### config.mk
export PLATFORM = sky130hd
export DESIGN_NAME = fpmag_req
export DESIGN_NICKNAME = d
export VERILOG_FILES = /design/src/rtl/fpmag_pkg.sv /design/src/rtl/fpmag_req_fpsq.sv /design/src/rtl/fpmag_req.sv
export SDC_FILE = /design/constraint.sdc
export NUM_CORES = 2
export LEC_CHECK = 0
export CAP_MARGIN = 20
export CORE_ASPECT_RATIO = 0.8
export CORE_MARGIN = 2
export CORE_UTILIZATION = 65
export CTS_CLUSTER_DIAMETER = 100
export DETAILED_ROUTE_END_ITERATION = 7
export PLACE_DENSITY_LB_ADDON = 0.25
export SYNTH_ARGS = -nofsm -noshare
export SYNTH_HDL_FRONTEND = slang
export SYNTH_SLANG_ARGS = --single-unit
### constraint.sdc
create_clock -name clk -period 23.5 [get_ports clk]
set_input_delay 7.05 -clock clk [delete_from_list [all_inputs] [get_ports clk]]
set_output_delay 7.05 -clock clk [all_outputs]
set_load 0.02 [all_outputs]
### src/rtl/fpmag_pkg.sv
// Shared constants and state encoding for the fixed-point magnitude sequencer.
// Words are sign-magnitude Q15.16 (1 sign, 15 integer, 16 fraction bits).
package fpmag_pkg;

  localparam int N = 32;
  localparam int Q = 16;

  localparam logic [N-1:0] NUMBER_ONE = 32'h0001_0000;
  localparam logic [N-1:0] MAX_POS    = 32'h7FFF_FFFF;

  typedef enum logic [2:0] {
    S_IDLE    = 3'd0,
    S_CAPTURE = 3'd1,
    S_SQUARE  = 3'd2,
    S_SUM     = 3'd3,
    S_REQ     = 3'd4,
    S_WAIT    = 3'd5,
    S_DONE    = 3'd6
  } state_t;

endpackage

### src/rtl/fpmag_req_fpsq.sv
// Combinational Q15.16 magnitude squarer. Keeps the Q15.16 part of the
// 62-bit product and saturates to the largest positive magnitude when any
// integer bit beyond the 15-bit range is set.
module fpsq
  import fpmag_pkg::*;
(
  input  logic [N-2:0] i_mag,
  output logic [N-2:0] o_sq,
  output logic         o_ovf
);

  // Product already shifted down by Q; the upper bits are the overflow field.
  logic [2*N-3-Q:0] w_prod_q;

  // Square, realign to Q15.16 and saturate on overflow.
  always_comb begin
    w_prod_q = (2*N-2-Q)'(({{(N-1){1'b0}}, i_mag} * {{(N-1){1'b0}}, i_mag}) >> Q);
    o_ovf    = |w_prod_q[2*N-3-Q:N-1];
    o_sq     = o_ovf ? MAX_POS[N-2:0] : w_prod_q[N-2:0];
  end

endmodule

### src/rtl/fpmag_req.sv
// Magnitude sequencer: |z| = sqrt(re^2 + im^2) for one sign-magnitude Q15.16
// sample, using an external fpsqrt through a startsqrt/donesqrt handshake.
// Optional macro FPMAG_TIMEOUT_EN adds a WAIT-state timeout that finishes the
// request with mag=0 and err=1 after TIMEOUT cycles without donesqrt.
//
// state   | meaning
// IDLE    | waiting for startmag
// CAPTURE | register magnitudes of re and im (signs dropped)
// SQUARE  | register both saturated squares
// SUM     | add squares, saturate; zero sum skips the square root
// REQ     | startsqrt pulse, radicand on x_sqrt
// WAIT    | waiting for donesqrt (or timeout)
// DONE    | donemag pulse, mag/ovf/err valid
module fpmag_req
  import fpmag_pkg::*;
#(
  parameter int TIMEOUT = 64
) (
  input  logic         clk,
  input  logic         rst,
  input  logic         startmag,
  input  logic [N-1:0] re,
  input  logic [N-1:0] im,
  output logic         startsqrt,
  output logic [N-1:0] x_sqrt,
  input  logic [N-1:0] sqrt_in,
  input  logic         donesqrt,
  output logic [N-1:0] mag,
  output logic         donemag,
  output logic         ovf,
  output logic         err
);

  state_t       r_state;
  logic [N-2:0] r_re;
  logic [N-2:0] r_im;
  logic [N-2:0] r_sq_re;
  logic [N-2:0] r_sq_im;
  logic         r_ovf_int;
  logic [N-1:0] r_x;
  logic [N-1:0] r_mag;
  logic         r_ovf;

  logic [N-2:0] w_sq_re;
  logic [N-2:0] w_sq_im;
  logic         w_ovf_re;
  logic         w_ovf_im;
  logic [N-1:0] w_sum_raw;
  logic [N-1:0] w_sum;
  logic         w_sum_ovf;

`ifdef FPMAG_TIMEOUT_EN
  localparam int CW = $clog2(TIMEOUT + 1);
  localparam logic [CW-1:0] TC_LAST = CW'(TIMEOUT - 1);
  logic [CW-1:0] r_cnt;
  logic          r_err;
`endif

  fpsq u_sq_re (.i_mag(r_re), .o_sq(w_sq_re), .o_ovf(w_ovf_re));
  fpsq u_sq_im (.i_mag(r_im), .o_sq(w_sq_im), .o_ovf(w_ovf_im));

  // Unsigned sum of the squares; a carry into the sign bit saturates.
  always_comb begin
    w_sum_raw = {1'b0, r_sq_re} + {1'b0, r_sq_im};
    w_sum_ovf = w_sum_raw[N-1];
    w_sum     = w_sum_ovf ? MAX_POS : w_sum_raw;
  end

  // Sequencer state, datapath registers and held results.
  always_ff @(posedge clk or posedge rst) begin
    if (rst) begin
      r_state   <= S_IDLE;
      r_re      <= '0;
      r_im      <= '0;
      r_sq_re   <= '0;
      r_sq_im   <= '0;
      r_ovf_int <= 1'b0;
      r_x       <= '0;
      r_mag     <= '0;
      r_ovf     <= 1'b0;
`ifdef FPMAG_TIMEOUT_EN
      r_cnt     <= '0;
      r_err     <= 1'b0;
`endif
    end else begin
      case (r_state)
        S_IDLE: begin
          if (startmag) r_state <= S_CAPTURE;
        end
        S_CAPTURE: begin
          // Masking with MAX_POS drops the sign bit.
          r_re    <= (N-1)'(re & MAX_POS);
          r_im    <= (N-1)'(im & MAX_POS);
          r_state <= S_SQUARE;
        end
        S_SQUARE: begin
          r_sq_re   <= w_sq_re;
          r_sq_im   <= w_sq_im;
          r_ovf_int <= w_ovf_re | w_ovf_im;
          r_state   <= S_SUM;
        end
        S_SUM: begin
          r_x       <= w_sum;
          r_ovf_int <= r_ovf_int | w_sum_ovf;
          if (w_sum == '0) begin
            r_mag   <= '0;
            r_ovf   <= r_ovf_int | w_sum_ovf;
`ifdef FPMAG_TIMEOUT_EN
            r_err   <= 1'b0;
`endif
            r_state <= S_DONE;
          end else begin
            r_state <= S_REQ;
          end
        end
        S_REQ: begin
`ifdef FPMAG_TIMEOUT_EN
          r_cnt   <= '0;
`endif
          r_state <= S_WAIT;
        end
        S_WAIT: begin
          if (donesqrt) begin
            r_mag   <= sqrt_in;
            r_ovf   <= r_ovf_int;
`ifdef FPMAG_TIMEOUT_EN
            r_err   <= 1'b0;
`endif
            r_state <= S_DONE;
          end
`ifdef FPMAG_TIMEOUT_EN
          else if (r_cnt == TC_LAST) begin
            // The counter would reach TIMEOUT this edge: give up.
            r_mag   <= '0;
            r_ovf   <= r_ovf_int;
            r_err   <= 1'b1;
            r_state <= S_DONE;
          end else begin
            r_cnt <= r_cnt + CW'(1);
          end
`endif
        end
        S_DONE: begin
          r_state <= S_IDLE;
        end
        default: begin
          r_state <= S_IDLE;
        end
      endcase
    end
  end

  assign startsqrt = (r_state == S_REQ);
  assign donemag   = (r_state == S_DONE);
  assign x_sqrt    = r_x;
  assign mag       = r_mag;
  assign ovf       = r_ovf;
`ifdef FPMAG_TIMEOUT_EN
  assign err       = r_err;
`else
  assign err       = 1'b0;
`endif

endmodule

# == Word level (Yosys, flattened, before mapping) ==
# Cells that the tools add are included.
# totals
reg_bits,193
inputBits,100
out_inout_bits,68
wordCells,45
# classes
addsub,1
n_mul,2
n_eq_ne,9
muxes,14
bitwise_logic,2
n_reduce_logical,8
# op_table
op,count
$mul A31 B31 Y62,2
$mux W31,3
$mux W32,2
$pmux W32 S2,1
$add A31 B31 Y32,1
$logic_not A32 Y1,1
$reduce_or A15 Y1,2
$pmux W3 S6,1
$eq A3 B3 Y1 const B,3
$eq A3 B2 Y1 const B,2
$mux W3,2
$ne A2 B2 Y1 const B,3
$pmux W1 S2,2
$reduce_bool A2 Y1,2
$eq A3 B1 Y1 const B,1
$logic_not A3 Y1,1
$reduce_and A3 Y1,1
$mux W1,2
$mux W2,1
$or A1 B1 Y1,2
$reduce_and A2 Y1,1

# == Longest topological paths before layout ==
# depth
ltp_word,5
depth_mapped,33
mapped_depth_nobuf,28

# == Hierarchy ==
# A second synthesis with hierarchy kept.
# hier_totals
hier_cells,7026
area_unflattened_um2,65860.7
# modules_own_cells
module,instances,cells_per_inst,area_each_um2,seq_area_each_um2
fpsq (u_sq_re),1,3099,28129.5,0.0
fpsq (u_sq_im),1,3053,27989.3,0.0
fpmag_req,1,874,9741.8,4804.6

# == Worst setup path after synthesis ==
# Ideal clock, no wire load.
# synth_path
path_kind,register -> register
from,reg r_im[4]
to,reg r_sq_im[0]
setup_time_ns,0.141
t_arrival_ns,8.107
required_time_ns,23.359
slack_ns,15.252
stages_incl_launch_ff,30
n_path_buf,4
synth_period_minus_slack_ns,8.248
path_cell_list,dfrtp_1 -> clkbuf_1 -> clkbuf_1 -> nand2_1 -> fa_1 -> inv_1 -> fa_1 -> fa_1 -> inv_1 -> fa_1 -> inv_1 -> fa_1 -> inv_1 -> fa_1 -> inv_1 -> fa_1 -> fa_1 -> ha_1 -> and2_1 -> clkbuf_1 -> nand2_1 -> o211ai_1 -> a21oi_1 -> o31ai_1 -> mux2i_1 -> o21ai_1 -> or4_1 -> nor4_4 -> buf_6 -> a31oi_1
# synth_between
elab_chain_len,3
# synth_rtl
element,line,source
start: declaration,fpmag_req.sv:36,logic [N-2:0] r_im;
start signal: assignment,fpmag_req.sv:93,r_im <= (N-1)'(im & MAX_POS);
$mul A31 B31 Y62 (*),fpmag_req_fpsq.sv:17,"w_prod_q = (2*N-2-Q)'(({{(N-1){1'b0}}, i_mag} * {{(N-1){1'b0}}, i_mag}) >> Q);"
$reduce_or A15 Y1,fpmag_req_fpsq.sv:18,o_ovf = |w_prod_q[2*N-3-Q:N-1];
$mux W31 (*),fpmag_req_fpsq.sv:19,o_sq = o_ovf ? MAX_POS[N-2:0] : w_prod_q[N-2:0];
end signal: assignment,fpmag_req.sv:98,r_sq_im <= w_sq_im;
end: declaration,fpmag_req.sv:38,logic [N-2:0] r_sq_im;
# Every way passes the cells marked *; elsewhere a longest branch is shown, timed or not.
# A chain may end at the register's enable or synchronous reset.

# == Worst setup path after layout ==
# layout_path
from,reg r_re[15]
to,reg r_sq_re[2]
# layout_between
elab_chain_len,3
# layout_rtl
element,line,source
start: declaration,fpmag_req.sv:35,logic [N-2:0] r_re;
start signal: assignment,fpmag_req.sv:92,r_re <= (N-1)'(re & MAX_POS);
$mul A31 B31 Y62 (*),fpmag_req_fpsq.sv:17,
$reduce_or A15 Y1,fpmag_req_fpsq.sv:18,
$mux W31 (*),fpmag_req_fpsq.sv:19,
end signal: assignment,fpmag_req.sv:97,r_sq_re <= w_sq_re;
end: declaration,fpmag_req.sv:37,logic [N-2:0] r_sq_re;
# Marks and branches as above.

==> summary.md <==
The run finished with clean final reports. For the pin with the worst max-slew slack, the measured transition is 1.08 ns. The number of synthesized flops with an enable pin was 0. The run gives 50700 as the via count of the first global-routing pass. For this block, the routed nets add up to 162000 µm of wire.

In the final routing, the length of wire on met1 measures 69100 µm. The initial antenna violation count came out at 0. The die is 356 µm wide. The max-slew violation count was 0; the number of port buffers was 163.

The worst hold path terminates at x_sqrt[15]$_DFFE_PP0P_. The area growth from synthesis to final layout works out to 5.09%. The largest single stage delay on the critical path is 0.82 ns.

Clock sink count: 192. The tools report the sort of element at the end of the critical path as a flip-flop. Hold repair after CTS inserted 0 buffers. In the final design database the tool counted 9052 nets. The hold violation count in the final report is 0, and the clock period minus worst slack is 10.14 ns. The run gives 73400 µm as the length of routed met2 wiring.

The global-route usage over all layers was 33.8%. On the critical path, the stage with the largest delay is an instance of a2111oi_0. Data arrives at the worst endpoint at 10.53 ns.

The number of cells traversed by the worst register-to-register path is 25. In this run, CTS created clock tree buffers numbering 17. In the synthesized netlist, the number of instances is 6943. The fraction of the cycle the final worst path needs was 43.2%; the average wire length per cell after detail routing was 19.7 µm. The HPWL after detailed placement is 133000 µm. Measured along the y axis, the die boundary spans 285 µm. The run gives 4 as the number of H-tree levels. The class of the most critical setup path was reg2reg. The dominant cell type by count on the critical path was fa_1. After detailed routing, the number of vias per cell comes to 5.70. Detailed routing inserted a total of 46900 vias. The synthesized design devotes to its leading area cell type 46.6% of total area. Entering global routing, the biggest net connects 95 pins. Row generation in the floorplan step produced 103 rows. The first detailed-routing pass took 5 iterations. Global routing finished with a remaining overflow of 0. The worst hold path passes through 2 cells. The clock arrives with 0.0284 ns of skew. The total length of routed met3 wires was 16400 µm.

In this run the cell area of the synthesized design comes to 0.0644 mm². The origin of the critical flop-to-flop path is r_re[15]$_DFFE_PP0P_. The max-cap violation count was 0. In the post-synthesis netlist, the biggest area contributors are fa_1, ha_1, inv_1, dfrtp_1, nand2_1. The clock latency reported for the late side of the worst-skew pair is 0.53 ns. Once detail routing completed, the nets flagged for antenna violations numbered 0. The top cell type by total area after synthesis was fa_1. The highest fanout seen on the critical path was 29; the data required time of the critical path was 23.89 ns. In this run, synthesis produced a sequential element count of 192. The type of the most critical hold path was reg2reg. In this run the register-to-register setup slack is 13.36 ns.

The cell sitting at the root of the clock tree is a clkbuf_16. For this run, the top clock speed supported by timing is 98.6 MHz. The total of cells resized after clock tree synthesis is 0, and the number of remaining DRC errors is 0. In this run the tightest slew margin relative to its limit is 27.4%. The worst setup path is launched from a flip-flop.

The topmost layer with routed signal wires was met4. Boundary pin count: 168. For the global-route wire length before repair, the log shows 268000 µm.

The starting density of the core is 65.4%, and the setup total negative slack is 0 ns. The endpoint identified for the worst register-to-register timing path is r_sq_re[2]$_DFFE_PP0P_. After clock tree synthesis, the clock-pin slew on the worst setup and hold paths is 0.08 ns. The count of different cell masters after synthesis came out at 89.

The tools report the number of DRC violations after detailed-routing iteration 0 as 4101. Of the cells placed in the final design, the portion with a size suffix greater than 1 is 2.94%. Counting flops with an async set or reset pin after synthesis yields a share of 100%. The Yosys step of the flow raised 0 warnings. TritonCTS built the clock tree. Setup repair after global routing left no endpoint under its margin. The share of the Yosys chip area taken by registers is 7.47%.

The clock passes through at most 2 buffers. In this run the most critical hold path is launched from x_sqrt[15]$_DFFE_PP0P_. Counting instances in the post-synthesis netlist gives the leading cell types as inv_1, fa_1, nand2_1, ha_1, and2_1.

Averaged over all synthesized cells, the footprint is 9.27 µm². The run gives 0 as the number of setup violations in the final report. The die covers 0.102 mm². The commonest register cell after synthesis was dfrtp_1.

The global placer's final weighted congestion was 0.954; the post-CTS setup-driven buffer insertion count was 0. Once layout is complete, the utilization of the core stands at 68.7%. The core region area was 0.0985 mm². inv_1 is the most common cell in the netlist.
==> cells by family (layout without fill, tap and decap cells) <==
| group | Yosys count | in the layout | share of synthesized area, % |
|---|---|---|---|
| multiplexers | 90 | 90 | 1.48 |
| buffers and inverters | 2126 | 2091 | 12.5 |
| XOR/XNOR | 150 | 150 | 2.06 |
| AO/OA/AOI/OAI | 675 | 675 | 6.65 |
| AND/OR/NAND/NOR | 1653 | 1653 | 12.4 |
| flip-flops | 192 | 192 | 7.47 |
| other | 1 | 3 | 0.00583 |
| adder cells (fa/ha/maj) | 2056 | 2056 | 57.4 |
==> critical path: cells and delay by family (launching register included) <==
family | cells | cell delay, ns
fa+ha+maj | 9 | 4.52
simple gates | 5 | 1.52
xor+xnor | 1 | 0.18
buf+inv | 5 | 1.30
compound gates | 5 | 2.13
flops | 1 | 0.33
==> routing by layer <==
metal,vias to the layer above,global-route usage (%)
met4,0,7.41
met2,2019,51.6
met3,221,7.73
met5,-,0
li1,20700,-
met1,23900,50.0
==> through the flow <==
| stage | instance area, µm² | setup WS [ns] | cells | hold slack, ns |
|---|---|---|---|---|
| after floorplan | 64400 | 11.22 | 6944 | 0.502 |
| after global placement | 67000 | 13.27 | 8187 | 0.468 |
| after detailed placement | 67000 | 13.11 | 8187 | 0.463 |
| after CTS | 67600 | 13.08 | 8219 | 0.492 |
| after global routing | 67600 | 13.05 | 8221 | 0.519 |
| final | 67600 | 13.36 | 8222 | 0.495 |
==> worst max-delay path by stage <==
| stage | start | to | cells past startpoint |
|---|---|---|---|
| after floorplan | rst | mag[0]$_DFFE_PP0P_ | 1 |
| after global placement | r_re[15]$_DFFE_PP0P_ | r_sq_re[0]$_DFFE_PP0P_ | 24 |
| after detailed placement | r_re[15]$_DFFE_PP0P_ | r_sq_re[0]$_DFFE_PP0P_ | 24 |
| after CTS | r_re[15]$_DFFE_PP0P_ | r_sq_re[2]$_DFFE_PP0P_ | 24 |
| after global routing | r_re[15]$_DFFE_PP0P_ | r_sq_re[7]$_DFFE_PP0P_ | 25 |
| final | r_re[15]$_DFFE_PP0P_ | r_sq_re[2]$_DFFE_PP0P_ | 25 |
==> placed cells by master, fill, tap and decap left out, drive strengths merged, types with 80 or more instances in the layout <==
cell / Yosys / final
xnor2: 80 / 80
and2: 418 / 418
ha: 559 / 559
o21ai: 134 / 134
clkdlybuf4s50: 0 / 163
fa: 1497 / 1497
nand2: 699 / 699
a21oi: 218 / 218
dfrtp: 192 / 192
inv: 1825 / 1830
nor2: 275 / 275
==> sequential cells by signal, summed over array words and instances (netlist names) <==
register and cells:
mag 32, ovf 1, r_im 31, r_ovf_int 1, r_re 31, r_sq_im 31, r_sq_re 31, r_state 3
x_sqrt 31
==> layout make-up <==
type	count	area [µm²]
clock buffers	21	460
clock inverters	11	143
flip-flops and latches	192	4810
fillers	7677	30800
well taps	1312	1640
inverters	1829	6870
repair buffers	230	2160
diodes	1	2.50
multi-input cells	4626	51500
Power is left out: the tool's default activity adds up to more than one toggle a clock period on the data nets, which glitch-free logic cannot reach.
